$ cat src/rtl/id_ex_pkg.sv
// Shared widths, payload sizing and stage-state encoding for the ID->EX skid stage.
package id_ex_pkg;

   localparam int DEF_DATA_W  = 64;
   localparam int DEF_RADDR_W = 4;
   localparam int DEF_CNT_W   = 16;

   // Payload layout, MSB first: {wreg_en, wmem_en, r0data, r1data, wreg}
   function automatic int pay_w(input int data_w, input int raddr_w);
      return 2 + 2 * data_w + raddr_w;
   endfunction

   localparam int PAY_W = pay_w(DEF_DATA_W, DEF_RADDR_W);

   typedef enum logic [1:0] {
      ST_EMPTY = 2'd0,
      ST_ONE   = 2'd1,
      ST_FULL  = 2'd2
   } stage_state_e;

   // The skid entry is only ever valid while main is valid, so skid alone implies FULL.
   function automatic stage_state_e state_of(input logic main_vld, input logic skid_vld);
      if (skid_vld) begin
         return ST_FULL;
      end else if (main_vld) begin
         return ST_ONE;
      end
      return ST_EMPTY;
   endfunction

endpackage

$ cat src/rtl/id_ex_skid_stage_pipe_entry_reg.sv
// One pipeline entry: payload register plus valid bit; clear beats load and leaves the payload intact.
module pipe_entry_reg #(
   parameter int W = id_ex_pkg::PAY_W
) (
   input  logic         clk,
   input  logic         rst_n,
   input  logic         load_i,
   input  logic         clr_i,
   input  logic [W-1:0] d_i,
   output logic         vld_o,
   output logic [W-1:0] q_o
);

   logic         vld_q, vld_d;
   logic [W-1:0] pay_q, pay_d;

   always_comb begin
      vld_d = vld_q;
      pay_d = pay_q;
      if (clr_i) begin
         vld_d = 1'b0;
      end else if (load_i) begin
         vld_d = 1'b1;
         pay_d = d_i;
      end
   end

   always_ff @(posedge clk or negedge rst_n) begin
      if (!rst_n) begin
         vld_q <= 1'b0;
         pay_q <= '0;
      end else begin
         vld_q <= vld_d;
         pay_q <= pay_d;
      end
   end

   assign vld_o = vld_q;
   assign q_o   = pay_q;

endmodule

$ cat src/rtl/id_ex_skid_stage.sv
// ID->EX pipeline register with valid/ready handshake, two-entry skid buffer,
// synchronous flush, bubble-masked write enables, hazard query and stall counter.
module id_ex_skid_stage
   import id_ex_pkg::*;
#(
   parameter int DATA_W  = DEF_DATA_W,
   parameter int RADDR_W = DEF_RADDR_W,
   parameter int CNT_W   = DEF_CNT_W
) (
   input  logic               clk,
   input  logic               rst_n,
   input  logic               flush,
   input  logic               in_valid,
   output logic               in_ready,
   input  logic               in_wreg_en,
   input  logic               in_wmem_en,
   input  logic [DATA_W-1:0]  in_r0data,
   input  logic [DATA_W-1:0]  in_r1data,
   input  logic [RADDR_W-1:0] in_wreg,
   output logic               out_valid,
   input  logic               out_ready,
   output logic               out_wreg_en,
   output logic               out_wmem_en,
   output logic [DATA_W-1:0]  out_r0data,
   output logic [DATA_W-1:0]  out_r1data,
   output logic [RADDR_W-1:0] out_wreg,
   input  logic [RADDR_W-1:0] q_raddr0,
   input  logic [RADDR_W-1:0] q_raddr1,
   output logic               hazard,
   output logic [CNT_W-1:0]   stall_cnt
);

   localparam int P_W = pay_w(DATA_W, RADDR_W);
   localparam logic [CNT_W-1:0] CNT_ONE = {{(CNT_W - 1){1'b0}}, 1'b1};

   logic [P_W-1:0] in_pay, main_pay, skid_pay, main_d;
   logic           main_vld, skid_vld;
   logic           main_load, main_clr, skid_load, skid_clr;
   logic           accept, drain;
   stage_state_e   state;
   logic           main_wreg_en;
   logic [CNT_W-1:0] stall_cnt_q, stall_cnt_d;

   function automatic logic entry_hit(input logic vld, input logic wen,
                                      input logic [RADDR_W-1:0] wreg,
                                      input logic [RADDR_W-1:0] a0,
                                      input logic [RADDR_W-1:0] a1);
      return vld & wen & ((wreg == a0) | (wreg == a1));
   endfunction

   assign in_pay = {in_wreg_en, in_wmem_en, in_r0data, in_r1data, in_wreg};
   assign state  = state_of(main_vld, skid_vld);

   assign in_ready  = !skid_vld;
   assign out_valid = main_vld;
   assign accept    = in_valid & in_ready;
   assign drain     = out_valid & out_ready;

   // Flush wins over everything; a same-cycle drain is still taken by EX, only validity clears.
   always_comb begin
      main_load = 1'b0;
      main_clr  = 1'b0;
      skid_load = 1'b0;
      skid_clr  = 1'b0;
      main_d    = in_pay;
      if (flush) begin
         main_clr = 1'b1;
         skid_clr = 1'b1;
      end else begin
         case (state)
            ST_EMPTY: main_load = accept;
            ST_ONE: begin
               if (accept && drain) begin
                  main_load = 1'b1;
               end else if (accept) begin
                  skid_load = 1'b1;
               end else if (drain) begin
                  main_clr = 1'b1;
               end
            end
            ST_FULL: begin
               if (drain) begin
                  main_load = 1'b1;
                  main_d    = skid_pay;
                  skid_clr  = 1'b1;
               end
            end
            default: ;
         endcase
      end
   end

   pipe_entry_reg #(.W(P_W)) u_main (
      .clk    (clk),
      .rst_n  (rst_n),
      .load_i (main_load),
      .clr_i  (main_clr),
      .d_i    (main_d),
      .vld_o  (main_vld),
      .q_o    (main_pay)
   );

   pipe_entry_reg #(.W(P_W)) u_skid (
      .clk    (clk),
      .rst_n  (rst_n),
      .load_i (skid_load),
      .clr_i  (skid_clr),
      .d_i    (in_pay),
      .vld_o  (skid_vld),
      .q_o    (skid_pay)
   );

   assign {main_wreg_en, out_wmem_en, out_r0data, out_r1data, out_wreg} =
      {main_pay[P_W-1], main_vld & main_pay[P_W-2], main_pay[P_W-3:0]};
   assign out_wreg_en = main_vld & main_wreg_en;

   assign hazard =
      entry_hit(main_vld, main_pay[P_W-1], main_pay[RADDR_W-1:0], q_raddr0, q_raddr1) |
      entry_hit(skid_vld, skid_pay[P_W-1], skid_pay[RADDR_W-1:0], q_raddr0, q_raddr1);

   always_comb begin
      stall_cnt_d = stall_cnt_q;
      if (out_valid && !out_ready && !(&stall_cnt_q)) begin
         stall_cnt_d = stall_cnt_q + CNT_ONE;
      end
   end

   always_ff @(posedge clk or negedge rst_n) begin
      if (!rst_n) begin
         stall_cnt_q <= '0;
      end else begin
         stall_cnt_q <= stall_cnt_d;
      end
   end

   assign stall_cnt = stall_cnt_q;

endmodule

$ cat config.mk
export PLATFORM = sky130hd
export DESIGN_NAME = id_ex_skid_stage
export DESIGN_NICKNAME = d
export VERILOG_FILES = /design/src/rtl/id_ex_pkg.sv /design/src/rtl/id_ex_skid_stage_pipe_entry_reg.sv /design/src/rtl/id_ex_skid_stage.sv
export SDC_FILE = /design/constraint.sdc
export NUM_CORES = 1
export LEC_CHECK = 0
export CAP_MARGIN = 20
export CORE_ASPECT_RATIO = 0.8
export CORE_MARGIN = 2
export CORE_UTILIZATION = 40
export CTS_CLUSTER_DIAMETER = 40
export DETAILED_ROUTE_END_ITERATION = 8
export PLACE_DENSITY_LB_ADDON = 0.25
export RECOVER_POWER = 25
export SETUP_SLACK_MARGIN = 0.2
export SYNTH_ARGS = -nofsm -noshare
export SYNTH_HDL_FRONTEND = slang
export SYNTH_HIERARCHICAL = 1
export SYNTH_SLANG_ARGS = --single-unit
$ cat constraint.sdc
create_clock -name clk -period 2.8 [get_ports clk]
set_clock_uncertainty 0.15 [all_clocks]
set_input_delay 0.84 -clock clk [delete_from_list [all_inputs] [get_ports clk]]
set_output_delay 0.84 -clock clk [all_outputs]
set_load 0.03 [all_outputs]
After elaboration in Yosys (flattened, before gate mapping)
Index checks and enable logic that the tools add are counted.

word-level totals
  input bits = 147
  logic and storage cells = 62
  register bits after elaboration = 286
  output and inout bits = 153

cells by class
  equality and inequality tests = 6
  bitwise gates (word level) = 12
  add/subtract/negate cells = 1
  mux-type cells = 26
  reduce and logical (&&, ||, !) cells = 12

operators by type and width
  operator                                                               number
  134-bit two-way mux                                                    3
  1-bit two-way mux                                                      19
  16-bit by 1-bit adder with 16-bit output, second input constant        1
  4-bit equality test                                                    4
  16-bit AND reduction                                                   1
  1-bit bitwise AND                                                      7
  2-bit two-way mux                                                      3
  2-bit AND reduction                                                    2
  2-bit nonzero test                                                     2
  1-bit logical AND                                                      3
  1-bit zero test                                                        3
  1-bit OR                                                               3
  1-bit one-hot mux with 3 select lines                                  1
  2-bit by 1-bit equality test with 1-bit output, second input constant  1
  2-bit equality test, second input constant                             1
  2-bit zero test                                                        1
  1-bit inverter                                                         2

Longest topological paths before layout
Gate-level depths: netlist of run 1.

  word-level depth = 8
  depth in mapped cells = 7
  gate-level depth less buffers = 5

Modules after synthesis
Netlist of run 1, hierarchy kept.

modules (own cells, without submodules)
  module            cells each  sequential area each (µm²)  area each (µm²)  instances
  pipe_entry_reg    287         3,378.2                     5,277.6          2
  id_ex_skid_stage  251         400.4                       2,905.3          1

Worst setup path before layout of run 1
OpenSTA, ideal clock, no wires.

  path type = input to output
  start point = input port q_raddr0[1]
  end point = output port hazard
  slack = 0.122 ns
  buffers on the path = 0
  stages on the path = 3
  data arrival time = 1.688 ns
  path through = xor2_1 -> o41ai_1 -> a32o_1

on the way
  word-level cells in the longest chain between the ends = 4

ends and longest elaborated chain
  what                 line                     source
  start: declaration   id_ex_skid_stage.sv:27   input logic [RADDR_W-1:0] q_raddr0,
  4-bit equality test  id_ex_skid_stage.sv:48   return vld & wen & ((wreg == a0) | (wreg == a1));
  1-bit OR             id_ex_skid_stage.sv:48
  1-bit bitwise AND    id_ex_skid_stage.sv:48
  1-bit OR *           id_ex_skid_stage.sv:118  entry_hit(main_vld, main_pay[P_W-1], main_pay[RADDR_W-1:0], q_raddr0, q_raddr1) |
  end: declaration     id_ex_skid_stage.sv:29   output logic hazard,

Mark *: on every way between the ends. The rest lies on a longest branch, timed or not.

Final worst setup path of run 1
  start point = input port q_raddr1[2]
  end point = output port hazard

on the way
  word-level cells in the longest chain between the ends = 4

ends and longest elaborated chain
  what                 line                     source
  start: declaration   id_ex_skid_stage.sv:28   input logic [RADDR_W-1:0] q_raddr1,
  4-bit equality test  id_ex_skid_stage.sv:48
  1-bit OR             id_ex_skid_stage.sv:48
  1-bit bitwise AND    id_ex_skid_stage.sv:48
  1-bit OR *           id_ex_skid_stage.sv:118

Marked as above.

==> results.yml, run 1 <==
outcome:
  status: "finished with violations"
  violations: "setup timing"
job:
  maxCapViolCount: 0
worst_hold_path:
  min-delay-start: "u_main/q_o[133]"
  hold_path_class: "flop to flop"
pwr:
  ir_worst_vdd_mv: 0.426
  pwr-share-seq: 0.378
  intPower_uw: 10400
  p_leak_uw: 0.00895
  net-switching-power_uw: 4240
  power.density_nw_per_um2: 774
  combPwrFrac: 0.256
  p_sw_frac: 0.290
  p_clk_frac: 0.366
route:
  drtIter0Drc: 243
  drt_first_pass_iters: 4
  viasPerCell: 4.87
  ant_nets: 0
  finalWirelength_um: 31700
  wire_per_inst_um: 19.2
  drcViolationCount: 0
  dr_total_vias: 8043
sta:
  final_hold_viol_count: 0
  finalMaxSlewViolations: 0
  fmax_mhz: 348
  worst_pin_slew_ns: 1.32
  hold_ws_ns: 0.348
  post-route-period-util: 1.02
  fin_crit_ns: 2.87
  fin_ws_ns: -0.0698
  grt_setup_unrepaired: "true"
  setup_viol: 1
  maxSlewHeadroom: 0.121
cts:
  clockBufferDepth: 3
  cts_tree: "yes"
  h-tree-depth: 2
  cts-root-buf: "clkbuf_16"
  path_clk_slew_ns: 0.05
  clkSinkCount: 286
  numCtsBuffers: 42
  clk_latency_ns: 0.53
  hold_buffers: 0
floorplan:
  io_pins: 300
  start_util: 0.403
  rows: 60
  core_area_sq_um: 33400
  die_area_sq_um: 35100
  die_w_um: 209
  die_h_um: 168
placement:
  gp_congestion: 0.738
  dpl.cell_count: 1568
  port_buffers: 299
  post-dp-hpwl_um: 22500
finish:
  final-seq-area_sq_um: 7160
  final.fill_count: 2698
  layout.nets: 1332
  stdcell_count: 1653
  drive_above_1_share: 0.461
  multi_input_area_sq_um: 5930
  area_delta_synth_final_pct: 40.3
setup_path:
  cp-end-kind: "primary output"
  worstPathArrival_ns: 1.88
  crit_start: "q_raddr1[2]"
  crit_fanout: 2
  cp.required_ns: 1.81
  rr_startpoint: "u_skid/vld_o"
  worst-setup-path-type: "primary input to primary output"
  crit_path_start_kind: "primary input"
synthesis:
  seq_area_frac_synth: 0.532
  async_reset_ff_frac: 1.00
  synth_fp_nets: 973
  synth-main-ff-cell: "dfrtp_1"
  synth_area_sq_um: 13500
  syn_inst: 825
  ys_ff_latch: 286
  yosysWarnings: 6
  synth_edf_count: 0
  yosysUniqueCellTypes: 35
  avgSynthCellArea_sq_um: 16.3
grt:
  grt_usage: 0.184
  grt_antenna_before_repair: 7
  grt_pass1_wl_um: 50700
  overflow: 0
  grt_pass1_vias: 8796
  grt_max_degree: 59
Yosys cell counts, drive strengths merged (2+ instances only):
cell   instances  area, sq um
and2           2         12.5
nor2           9         33.8
and3           2         12.5
nand3          3         15.0
xor2          21          184
nor2b          3         18.8
nor3           9         50.1
o41ai          2         17.5
dfrtp        286         7160
nand4          8         68.8
and4           2         17.5
mux2         403         5220
nor4           2         33.8
inv            2         7.51
buf           45          422
a31oi          2         12.5
a21oi          2         10.0
xnor2          8         70.1
nand2          4         15.0
cells by family (layout without fill, tap and decap cells):
logic type      after synthesis  count (layout)  share of synthesized area
mux                         403             403                      0.388
flops                       286             286                      0.532
simple gates                 49              49                     0.0237
buf+inv                      48             439                     0.0322
xor+xnor                     29              29                     0.0189
compound gates                9               9                    0.00502
fa+ha+maj                     1               1                   0.000929
other cells                   0               3                          0
power groups by stage:
stage / clock (uW) / combinational, uW / sequential (uW)
2_1_floorplan: 0 / 1260 / 6470
3_3_place_gp: 0 / 3830 / 5570
3_5_place_dp: 0 / 3870 / 5600
4_1_cts: 5520 / 3780 / 5540
5_1_grt: 5710 / 3950 / 5650
6_report: 5350 / 3740 / 5530
layout by cell type (no fill, tap or decap), types with 3 or more instances in the layout:
master | netlist | final
mux2_4 | 181 | 181
clkbuf_1 | 1 | 6
dfrtp_1 | 286 | 285
nor2_1 | 9 | 9
clkinv_2 | 0 | 7
buf_4 | 0 | 27
nand3_1 | 3 | 3
bufinv_16 | 0 | 5
xor2_1 | 21 | 20
clkbuf_16 | 0 | 42
mux2_2 | 222 | 222
nand4_2 | 3 | 3
xnor2_1 | 8 | 6
clkbuf_8 | 0 | 8
clkinvlp_4 | 0 | 6
buf_12 | 0 | 29
dlymetal6s2s_1 | 0 | 33
buf_2 | 22 | 3
clkdlybuf4s50_1 | 0 | 193
dlygate4sd2_1 | 0 | 65
nor3_1 | 8 | 8
diode_2 | 0 | 3
nand4_1 | 5 | 5
nand2_1 | 4 | 4
clkbuf_4 | 0 | 3
through the flow:
| stage | power, uW | TNS [ns] | cell area [sq um] | util | setup WS [ns] |
|---|---|---|---|---|---|
| finish | 14600 | -0.0698 | 18900 | 0.565 | -0.0698 |
| global route | 15300 | -0.134 | 18900 | 0.565 | -0.134 |
| CTS | 14800 | -0.0879 | 18800 | 0.563 | -0.0879 |
| detailed placement | 9470 | -65.05 | 17400 | 0.521 | -0.475 |
| global placement | 9400 | -54.68 | 17400 | 0.521 | -0.430 |
| floorplan | 7730 | 0 | 13500 | - | 0.193 |
critical path, cell delays in order:
cell and delay [ns]:
clkdlybuf4s15_1 0.25, xnor2_2 0.17, nand4_1 0.10, o41ai_2 0.08, a32o_2 0.29, buf_12 0.14
state kept, by name, summed over array words and instances (netlist names):
| register | flops |
|---|---|
| u_skid/vld_o | 1 |
| u_skid/q_o | 134 |
| u_main/q_o | 134 |
| u_main/vld_o | 1 |
| stall_cnt | 16 |
routing by layer:
metal	vias to the layer above	track usage	wire length, um
li1	3713	-	-
met1	4072	0.248	14400
met2	198	0.279	14100
met3	52	0.0675	2580
met4	8	0.0478	487
met5	-	0	55
worst paths after layout:
check                             endpoint  slack (ns)  cells after the start
max                                 hazard       -0.07                      6
min                        u_main/q_o[133]        0.35                      1
max reg2reg                u_main/q_o[105]        0.36                      7
min reg2reg                u_main/q_o[133]        0.35                      1
max in group asynchronous   u_skid/q_o[24]        0.47                      2
min in group asynchronous  u_main/q_o[100]        0.45                      1
cell type report:
type                            instances  share of cell area
Clock buffer                           54              0.0623
Multi-Input combinational cell        491               0.314
Tap cell                              434              0.0287
Antenna cell                            3            0.000397
Inverter                                2            0.000397
Timing Repair Buffer                  361               0.201
Clock inverter                         22              0.0146
Sequential cell                       286               0.379
repair_timing:
item / 4_1_cts / 5_1_grt
gates resized for setup: 89 / 38
pin swaps: 4 / 3
buffers inserted: 4 / 2
endpoints found under the setup margin: 185 / 158
(Power assumes the default switching activity.)
==> run 2: changes to the inputs <==
--- a/config.mk
+++ b/config.mk
@@ -14,6 +14,7 @@
 export PLACE_DENSITY_LB_ADDON = 0.25
 export RECOVER_POWER = 25
 export SETUP_SLACK_MARGIN = 0.2
+export SLEW_MARGIN = 20
 export SYNTH_ARGS = -nofsm -noshare
 export SYNTH_HDL_FRONTEND = slang
 export SYNTH_HIERARCHICAL = 1
==> results of run 2 <==
Same layout as run 1: the final DEF is identical, and so are final timing and power.
==> run 3: changes to the inputs <==
--- a/config.mk
+++ b/config.mk
@@ -5,12 +5,14 @@
 export SDC_FILE = /design/constraint.sdc
 export NUM_CORES = 1
 export LEC_CHECK = 0
+export ABC_AREA = 1
 export CAP_MARGIN = 20
 export CORE_ASPECT_RATIO = 0.8
 export CORE_MARGIN = 2
 export CORE_UTILIZATION = 40
 export CTS_CLUSTER_DIAMETER = 40
 export DETAILED_ROUTE_END_ITERATION = 8
+export GPL_TIMING_DRIVEN = 0
 export PLACE_DENSITY_LB_ADDON = 0.25
 export RECOVER_POWER = 25
 export SETUP_SLACK_MARGIN = 0.2
==> run 3 against run 2 <==
Effect of this change: the run now ends clean; sequential power is 0.9% lower; cell count grew 47%; power fell by 0.45%; area after synthesis rose by 5.2%; final area grew 3.6%; wire length is 31% higher; critical endpoint unchanged; largest power group is now the clock network.
==> results.yml, run 3 <==
sta:
  finalMaxSlewViolations: 0
  grt_setup_unrepaired: "true"
  fin_crit_ns: 2.63
  post-route-period-util: 0.938
  maxSlewHeadroom: 0.237
  worst_pin_slew_ns: 1.14
  final_hold_viol_count: 0
  setup_viol: 0
  fmax_mhz: 381
pwr:
  p_sw_frac: 0.313
  ir_worst_vdd_mv: 0.428
  intPower_uw: 9990
  p_clk_frac: 0.396
  net-switching-power_uw: 4560
  p_leak_uw: 0.0107
  combPwrFrac: 0.228
  power.density_nw_per_um2: 744
  pwr-share-seq: 0.376
grt:
  grt_antenna_before_repair: 6
  grt_usage: 0.225
  grt_pass1_vias: 12000
  grt_pass1_wl_um: 65800
  overflow: 0
  grt_max_degree: 95
setup_path:
  slowest_delay_ns: 0.42
  crit_fanout: 4
  critPathTopFamily: "flip-flops"
  worstPathArrival_ns: 1.64
  cpMaxStageDelayCell: "dfrtp_1"
  cp_num_buf_inv: 1
  cp-end-kind: "primary output"
  cp_cell_sequence: "xor2_1 > nor2_2 > nand2_1 > nand2_1 > nand2_1 > nand2_2 > buf_6"
  cpMostUsedCell: "nand2_1"
  crit_path_start_kind: "flop"
  worst-setup-path-type: "flop to primary output"
  cp_num_cells: 7
  reg2reg_depth: 12
  cp.required_ns: 1.81
floorplan:
  die_area_sq_um: 36900
  io_pins: 300
  core_area_sq_um: 34800
  start_util: 0.407
  die_h_um: 172
  rows: 61
  die_w_um: 214
synthesis:
  yosysWarnings: 6
  netlist_top_cells_count: "647 x nand2_1, 286 x dfrtp_1, 280 x nand3_1"
  synth-main-ff-cell: "dfrtp_1"
  synthDominantCellAreaShare: 0.506
  yosysUniqueCellTypes: 26
  synthTopCellsByArea: "dfrtp_1 51%, nand2_1 17%, mux2_4 12%"
  syn_inst: 1555
  ys_ff_latch: 286
  seq_area_frac_synth: 0.506
  synth_area_leader_cell: "dfrtp_1"
  synth_edf_count: 0
  async_reset_ff_frac: 1.00
  avgSynthCellArea_sq_um: 9.10
  synth_area_sq_um: 14200
  yosysMostFrequentCell: "nand2_1"
  synth_fp_nets: 1703
route:
  dr_total_vias: 12000
  drt_first_pass_iters: 5
  ant_nets: 0
  finalWirelength_um: 41500
  drtIter0Drc: 874
  drcViolationCount: 0
  wire_per_inst_um: 17.1
  viasPerCell: 4.96
finish:
  final.fill_count: 3128
  final-seq-area_sq_um: 7160
  multi_input_area_sq_um: 6160
  stdcell_count: 2428
  drive_above_1_share: 0.175
  layout_commonest_cell: "nand2_1"
  fin_util: 0.562
  layout.nets: 2062
  area_delta_synth_final_pct: 38.2
  mostFrequentLayoutCells: "646 x nand2_1, 283 x dfrtp_1, 280 x nand3_1"
cts:
  clkSinkCount: 286
  cts-root-buf: "clkbuf_16"
  clockBufferDepth: 3
  clk_latency_ns: 0.53
  cts_tree: "yes"
  path_clk_slew_ns: 0.06
  numCtsBuffers: 44
  h-tree-depth: 2
  hold_buffers: 0
worst_hold_path:
  min_path_cells: 2
  hold_path_class: "flop to flop"
outcome:
  status: "completed"
job:
  maxCapViolCount: 0
placement:
  port_buffers: 299
  post-dp-hpwl_um: 28500
  dpl.cell_count: 2329
  gp_congestion: 0.830
run 3: kinds of logic (layout without fill, tap and decap cells):
logic type,count (synthesis),count (layout),share of synthesized area
adder cells (fa/ha/maj),1,1,0.000884
XOR/XNOR,8,8,0.00495
AND/OR/NAND/NOR,971,971,0.288
buffers and inverters,144,539,0.0618
multiplexers,131,131,0.134
flip-flops,286,286,0.506
other,0,6,0
AO/OA/AOI/OAI,14,14,0.00513
run 3: final timing paths:
kind / from / slack, ns / end
worst max-delay path: u_main/q_o[3] / 0.17 / hazard
min in group asynchronous: rst_n / 0.38 / u_main/q_o[114]
worst max register to register: u_main/vld_o / 0.42 / u_skid/q_o[108]
worst min-delay path: u_main/q_o[115] / 0.31 / u_main/q_o[115]
worst min register to register: u_main/q_o[115] / 0.31 / u_main/q_o[115]
max in group asynchronous: rst_n / 0.65 / u_skid/q_o[62]
run 3: power by group through the flow:
stage	Combinational, uW	Sequential (uW)	Clock (uW)
floorplan	1030	6280	0
global placement	3330	5520	0
detailed placement	3410	5540	0
CTS	3320	5480	5900
global route	3610	5590	6080
finish	3310	5480	5760
run 3: routing by layer:
layer / up-vias / GRT usage / share of wire
li1: 5789 / - / -
met1: 5802 / 0.309 / 0.45
met2: 397 / 0.352 / 0.45
met3: 61 / 0.0582 / 0.073
met4: 0 / 0.0649 / 0.023
met5: - / 0 / 0
run 3: final cells by class:
type | count | area share
Antenna cell | 6 | 0.000768
Buffer | 102 | 0.0383
Clock buffer | 53 | 0.0638
Clock inverter | 29 | 0.0176
Inverter | 42 | 0.00806
Multi-Input combinational cell | 1125 | 0.315
Sequential cell | 286 | 0.366
Tap cell | 472 | 0.0302
Timing Repair Buffer | 313 | 0.160
run 3: repair_timing:
| action | CTS | global route |
|---|---|---|
| buffers inserted | 3 | 6 |
| gates cloned | 1 | 1 |
| endpoints found under the hold margin | 0 | 0 |
| gates resized for setup | 96 | 70 |
| setup endpoints to repair | 148 | 118 |
| pin swaps | 1 | 6 |
run 3: worst reg2reg max path: cells and delay by family, from the launching register on:
kind | cells | cell delay [ns]
and+or+nand+nor | 5 | 0.63
DFF | 1 | 0.39
buffers and inverters | 7 | 1.10
run 3: stage by stage:
stage / hold slack [ns] / setup WS, ns / instance area, sq um / TNS (ns) / total power, uW
after floorplan: 0.288 / 0.387 / 14200 / 0 / 7320
after global placement: 0.301 / -12.04 / 17700 / -3504.74 / 8860
after detailed placement: 0.306 / -0.838 / 17800 / -77.54 / 8950
after CTS: 0.0416 / 0.0166 / 19400 / 0 / 14700
after global routing: 0.331 / 0.0841 / 19600 / 0 / 15300
final: 0.314 / 0.175 / 19600 / 0 / 14600
==> RTL edit 1: new RTL, settings of run 3 <==
Reset style: synchronous (`rst_n`), changed in 2 clocked blocks.
--- a/src/rtl/id_ex_skid_stage_pipe_entry_reg.sv
+++ b/src/rtl/id_ex_skid_stage_pipe_entry_reg.sv
@@ -27,3 +27,3 @@
 
-   always_ff @(posedge clk or negedge rst_n) begin
+   always_ff @(posedge clk) begin
       if (!rst_n) begin
--- a/src/rtl/id_ex_skid_stage.sv
+++ b/src/rtl/id_ex_skid_stage.sv
@@ -127,3 +127,3 @@
 
-   always_ff @(posedge clk or negedge rst_n) begin
+   always_ff @(posedge clk) begin
       if (!rst_n) begin
Behaviour: differs if rst_n is asserted again (counterexample within 4 cycles, from zero or initial values and one cycle with rst_n low); with rst_n held inactive, the same outputs for 4 cycles.
==> RTL edit 1 against run 3 <==
Count of clock-buffer cells in the layout shrank 3; setup slack gained 20 ps; sequential cell count is the same; routed wire length grew 1.2%; final area shrank 0.41%; critical path depth shrank 1; die area grew 0.58%; synthesized area grew 0.59%.
Power is not compared: it rests on default switching activity, and its combinational part moved more than twofold at a synthesized area within 25%.
==> RTL edit 1: results (changes against run 3) <==
<table>
<tr><th>Metric</th><th>Value</th></tr>
<tr><th colspan="2">Outcome</th></tr>
<tr><td>Run status</td><td>completed (unchanged)</td></tr>
<tr><th colspan="2">Worst setup path</th></tr>
<tr><td>Data arrival time of the worst path</td><td>1620 ps (was 1640 ps)</td></tr>
<tr><td>Length in cells of the worst reg-to-reg path</td><td>10 (was 12)</td></tr>
<tr><td>Worst path slowest cell</td><td>sky130_fd_sc_hd__dfxtp_1 (was sky130_fd_sc_hd__dfrtp_1)</td></tr>
<tr><td>R2r setup slk</td><td>330 ps (was 420 ps)</td></tr>
<tr><td>Maximum single-stage delay on the critical path</td><td>450 ps (was 420 ps)</td></tr>
<tr><td>First element of the critical path</td><td>u_main/q_o[2] (was u_main/q_o[3])</td></tr>
<tr><td>FF-to-FF End</td><td>u_skid/q_o[103] (was u_skid/q_o[108])</td></tr>
<tr><th colspan="2">Synthesis</th></tr>
<tr><td>Cell taking the most area after synthesis</td><td>sky130_fd_sc_hd__dfxtp_1 (was sky130_fd_sc_hd__dfrtp_1)</td></tr>
<tr><td>Nets in the synthesized netlist</td><td>2240 (was 1703)</td></tr>
<tr><td>Arithmetic-cell share of the synthesized area counting full adders, half adders and majority gates</td><td>0.0879% (was 0.0884%)</td></tr>
<tr><td>Post-synth ARST share</td><td>0% (was 100%)</td></tr>
<tr><td>Register area share after synthesis</td><td>40.2% (was 50.6%)</td></tr>
<tr><td>Parity-gate share of the synthesized area counting xor and xnor cells</td><td>1.17% (was 0.495%)</td></tr>
<tr><td>Mean instance size in the synthesized netlist</td><td>6.81 sq um (was 9.10 sq um)</td></tr>
<tr><td>Most instantiated cells after synthesis</td><td>sky130_fd_sc_hd__nor2_1 (572), sky130_fd_sc_hd__nand2_1 (333), sky130_fd_sc_hd__inv_1 (294) (was sky130_fd_sc_hd__nand2_1 (647), sky130_fd_sc_hd__dfrtp_1 (286), sky130_fd_sc_hd__nand3_1 (280))</td></tr>
<tr><td>Fraction of synthesized area in multiplexers</td><td>10.6% (was 13.4%)</td></tr>
<tr><th colspan="2">Placed design</th></tr>
<tr><td>Count of buffers from port buffering</td><td>298 (was 299)</td></tr>
<tr><td>DP Area</td><td>0.0178 sq mm (about the same)</td></tr>
<tr><td>Cell Count Post-Placement</td><td>2862 (was 2329)</td></tr>
<tr><td>Placed wire-length estimate</td><td>30.8 mm (was 28.5 mm)</td></tr>
<tr><th colspan="2">Global route</th></tr>
<tr><td>Largest net degree at the start of global routing</td><td>14 (was 95)</td></tr>
<tr><td>Overall track demand over capacity in global routing</td><td>21.9% (was 22.5%)</td></tr>
<tr><td>Antenna violations before repair</td><td>9 (was 6)</td></tr>
<tr><th colspan="2">STA</th></tr>
<tr><td>Hold slack</td><td>324 ps (was 314 ps)</td></tr>
<tr><th colspan="2">Routing</th></tr>
<tr><td>Total wire length</td><td>42.0 mm (was 41.5 mm)</td></tr>
<tr><th colspan="2">Pwr</th></tr>
<tr><td>Total power draw</td><td>11.5 mW</td></tr>
</table>
-- RTL edit 1: worst max-delay path, delay by kind of cell (launching register included) --
kind            cells  cell delay, ps
buf+inv             1             130
flops               1             450
compound gates      1             130
xor+xnor            1             140
simple gates        3             230
-- RTL edit 1: metal layers --
layer | GRT usage, % | vias up | share of wire (%)
met4 | 7.78 | 4 | 2.7
li1 | - | 7111 | -
met1 | 28.6 | 6243 | 45
met3 | 5.52 | 77 | 7.5
met5 | 0 | - | 0.074
met2 | 35.3 | 363 | 45
-- RTL edit 1: cell type report --
cell class,instances,area [sq um]
diodes,6,15.0
plain buffers,131,756
clock buffers,50,1160
clock inverters,30,412
fillers,3362,15400
inverters,298,1120
multi-input cells,1377,6800
flip-flops and latches,286,5730
well taps,472,591
repair buffers,307,2890
-- RTL edit 1: timing repair --
action / in CTS / in global routing
buffers inserted: 7 / 2
setup endpoints to repair: 311 / 163
pin swaps: 18 / 11
gates resized for setup: 106 / 74
==> RTL edit 2: new RTL, flow settings as in run 3 <==
Without the edit above. Change the package constant `DEF_DATA_W` from 64 to 128.
--- a/src/rtl/id_ex_pkg.sv
+++ b/src/rtl/id_ex_pkg.sv
@@ -3,3 +3,3 @@
 
-   localparam int DEF_DATA_W  = 64;
+   localparam int DEF_DATA_W  = 128;
    localparam int DEF_RADDR_W = 4;
Ports: changed (resized in_r0data, in_r1data, out_r0data and out_r1data); port bits go from 300 to 556. The function was not compared with the original's and may differ.
==> RTL edit 2 against run 3 <==
Total power up 86%; synthesized area up 79%; highest routed layer is now met5; routed wire length up 100%; largest cell class unchanged; hold slack about the same; synthesized cell count up 81%; final area up 79%; sequential share of layout area up 2.2 points; count of clock-buffer cells in the layout up 45; combinational power up 76%; clock power up 91%; sequential cell count up 256; setup slack worse by 89 ps.
==> RTL edit 2: results (changes against run 3) <==
<table>
<tr><th>Metric</th><th>Value</th></tr>
<tr><th colspan="2">Global route</th></tr>
<tr><td>Overall track demand over capacity in global routing</td><td>25.3% (was 22.5%)</td></tr>
<tr><td>Wire length of the first global-routing pass</td><td>130 mm (was 65.8 mm)</td></tr>
<tr><td>Antenna violations before repair</td><td>11 (was 6)</td></tr>
<tr><td>Largest net degree at the start of global routing</td><td>94 (was 95)</td></tr>
<tr><th colspan="2">Finish</th></tr>
<tr><td>Number of nets in the final layout</td><td>3743 (was 2062)</td></tr>
<tr><td>Final instance count without filler cells</td><td>4382 (was 2428)</td></tr>
<tr><td>Fraction of final layout cells sized beyond drive strength 1</td><td>12.4% (was 17.5%)</td></tr>
<tr><th colspan="2">Synthesis</th></tr>
<tr><td>Post-synth top area share</td><td>53.4% (was 50.6%)</td></tr>
<tr><td>Count of cell types in the netlist</td><td>23 (was 26)</td></tr>
<tr><td>Nets in the synthesized netlist</td><td>3085 (was 1703)</td></tr>
<tr><td>Most instantiated cells after synthesis</td><td>sky130_fd_sc_hd__nand2_1 (1161), sky130_fd_sc_hd__dfrtp_1 (542), sky130_fd_sc_hd__nand3_1 (536) (was sky130_fd_sc_hd__nand2_1 (647), sky130_fd_sc_hd__dfrtp_1 (286), sky130_fd_sc_hd__nand3_1 (280))</td></tr>
<tr><td>Register area share after synthesis</td><td>53.4% (was 50.6%)</td></tr>
<tr><th colspan="2">Placed design</th></tr>
<tr><td>Post-Place Worst Slack</td><td>-730 ps (was -838 ps)</td></tr>
<tr><td>Cell Count Post-Placement</td><td>4210 (was 2329)</td></tr>
<tr><td>Placed wire-length estimate</td><td>58.6 mm (was 28.5 mm)</td></tr>
<tr><td>Count of buffers from port buffering</td><td>555 (was 299)</td></tr>
<tr><td>Gpl congestion</td><td>0.854 (was 0.830)</td></tr>
<tr><th colspan="2">Clocking</th></tr>
<tr><td>Clock buffers created by TritonCTS</td><td>83 (was 44)</td></tr>
<tr><th colspan="2">Worst setup path</th></tr>
<tr><td>Max FO, Critical Path</td><td>2 (was 4)</td></tr>
<tr><td>Data arrival time of the worst path</td><td>1720 ps (was 1640 ps)</td></tr>
<tr><td>First element of the critical path</td><td>q_raddr0[2] (was u_main/q_o[3])</td></tr>
<tr><th colspan="2">Outcome</th></tr>
<tr><td>Run status</td><td>completed (unchanged)</td></tr>
<tr><th colspan="2">Routing</th></tr>
<tr><td>Number of detailed-routing iterations run before antenna repair</td><td>8 (was 5)</td></tr>
<tr><td>Average routed wire per standard cell</td><td>19.1 um (was 17.1 um)</td></tr>
<tr><th colspan="2">Pwr</th></tr>
<tr><td>Maximum vdd ir drop</td><td>470 uV (was 428 uV)</td></tr>
<tr><th colspan="2">Worst hold path</th></tr>
<tr><td>Beginning of the worst hold path</td><td>u_main/q_o[72] (was u_main/q_o[115])</td></tr>
</table>
[RTL edit 2: cells by family after synthesis]
| logic type | synth area share, % |
|---|---|
| buffers and inverters | 5.54 |
| DFF | 53.4 |
| AOI/OAI and AO/OA | 0.286 |
| and+or+nand+nor | 28.5 |
| adders and majority gates | 0.0493 |
| muxes | 11.9 |
| xor gates and xnor gates | 0.276 |
[RTL edit 2: where the power goes]
group          switching (mW)  leakage (nW)  internal [mW]
clock network            4.04          1.41           6.91
registers               0.880          6.96           9.42
logic                    3.78          10.0           2.03
[RTL edit 2: final cells by class]
class | count | area (sq um)
multi-input combinational | 2021 | 10400
sequential | 542 | 13600
buffer | 204 | 1330
timing repair buffer | 573 | 5410
fill | 5644 | 27800
clock buffer | 98 | 2190
antenna | 8 | 20.0
clock inverter | 54 | 754
inverter | 42 | 158
tap | 840 | 1050
[RTL edit 2: repair_timing]
| item | CTS | global route |
|---|---|---|
| hold endpoints to repair | 19 | 0 |
| buffers inserted | 3 | 7 |
| gates resized for setup | 326 | 33 |
| cloned | 0 | 1 |
| setup endpoints to repair | 649 | 380 |
| pin swaps | 1 | 7 |
| hold buffers | 1 | 0 |
[RTL edit 2: critical path, cell delays in order]
cell	delay, ps
sky130_fd_sc_hd__clkdlybuf4s15_1	200
sky130_fd_sc_hd__xor2_1	170
sky130_fd_sc_hd__nor2_1	120
sky130_fd_sc_hd__nand2_1	60
sky130_fd_sc_hd__nand2_1	60
sky130_fd_sc_hd__nand2_1	50
sky130_fd_sc_hd__nand2_1	90
sky130_fd_sc_hd__buf_6	130
[RTL edit 2: final timing paths]
check                      slack, ps  cells past startpoint               to
min in group asynchronous        500                      2  u_main/q_o[210]
hold / removal                   310                      2   u_main/q_o[72]
hold reg to reg                  310                      2   u_main/q_o[72]
setup / recovery                  90                      8           hazard
max in group asynchronous        280                      4  u_skid/q_o[205]
setup reg to reg                 410                     11  u_main/q_o[250]
[RTL edit 2: routing by layer]
layer | vias to the layer above | GRT usage, % | wire length [um]
met4 | 8 | 8.00 | 2150
met1 | 10702 | 34.5 | 37200
li1 | 10524 | - | -
met2 | 708 | 39.5 | 38500
met5 | - | 0 | 46
met3 | 156 | 6.29 | 5830
[RTL edit 2: stage by stage]
step / area, sq um / setup TNS [ps] / utilization (%)
finish: 34900 / 0 / 55.7
global route: 34900 / 0 / 55.7
global placement: 32000 / - / 51.1
floorplan: 25400 / 0 / -
CTS: 34900 / 0 / 55.6
detailed placement: 32200 / -282620 / 51.3
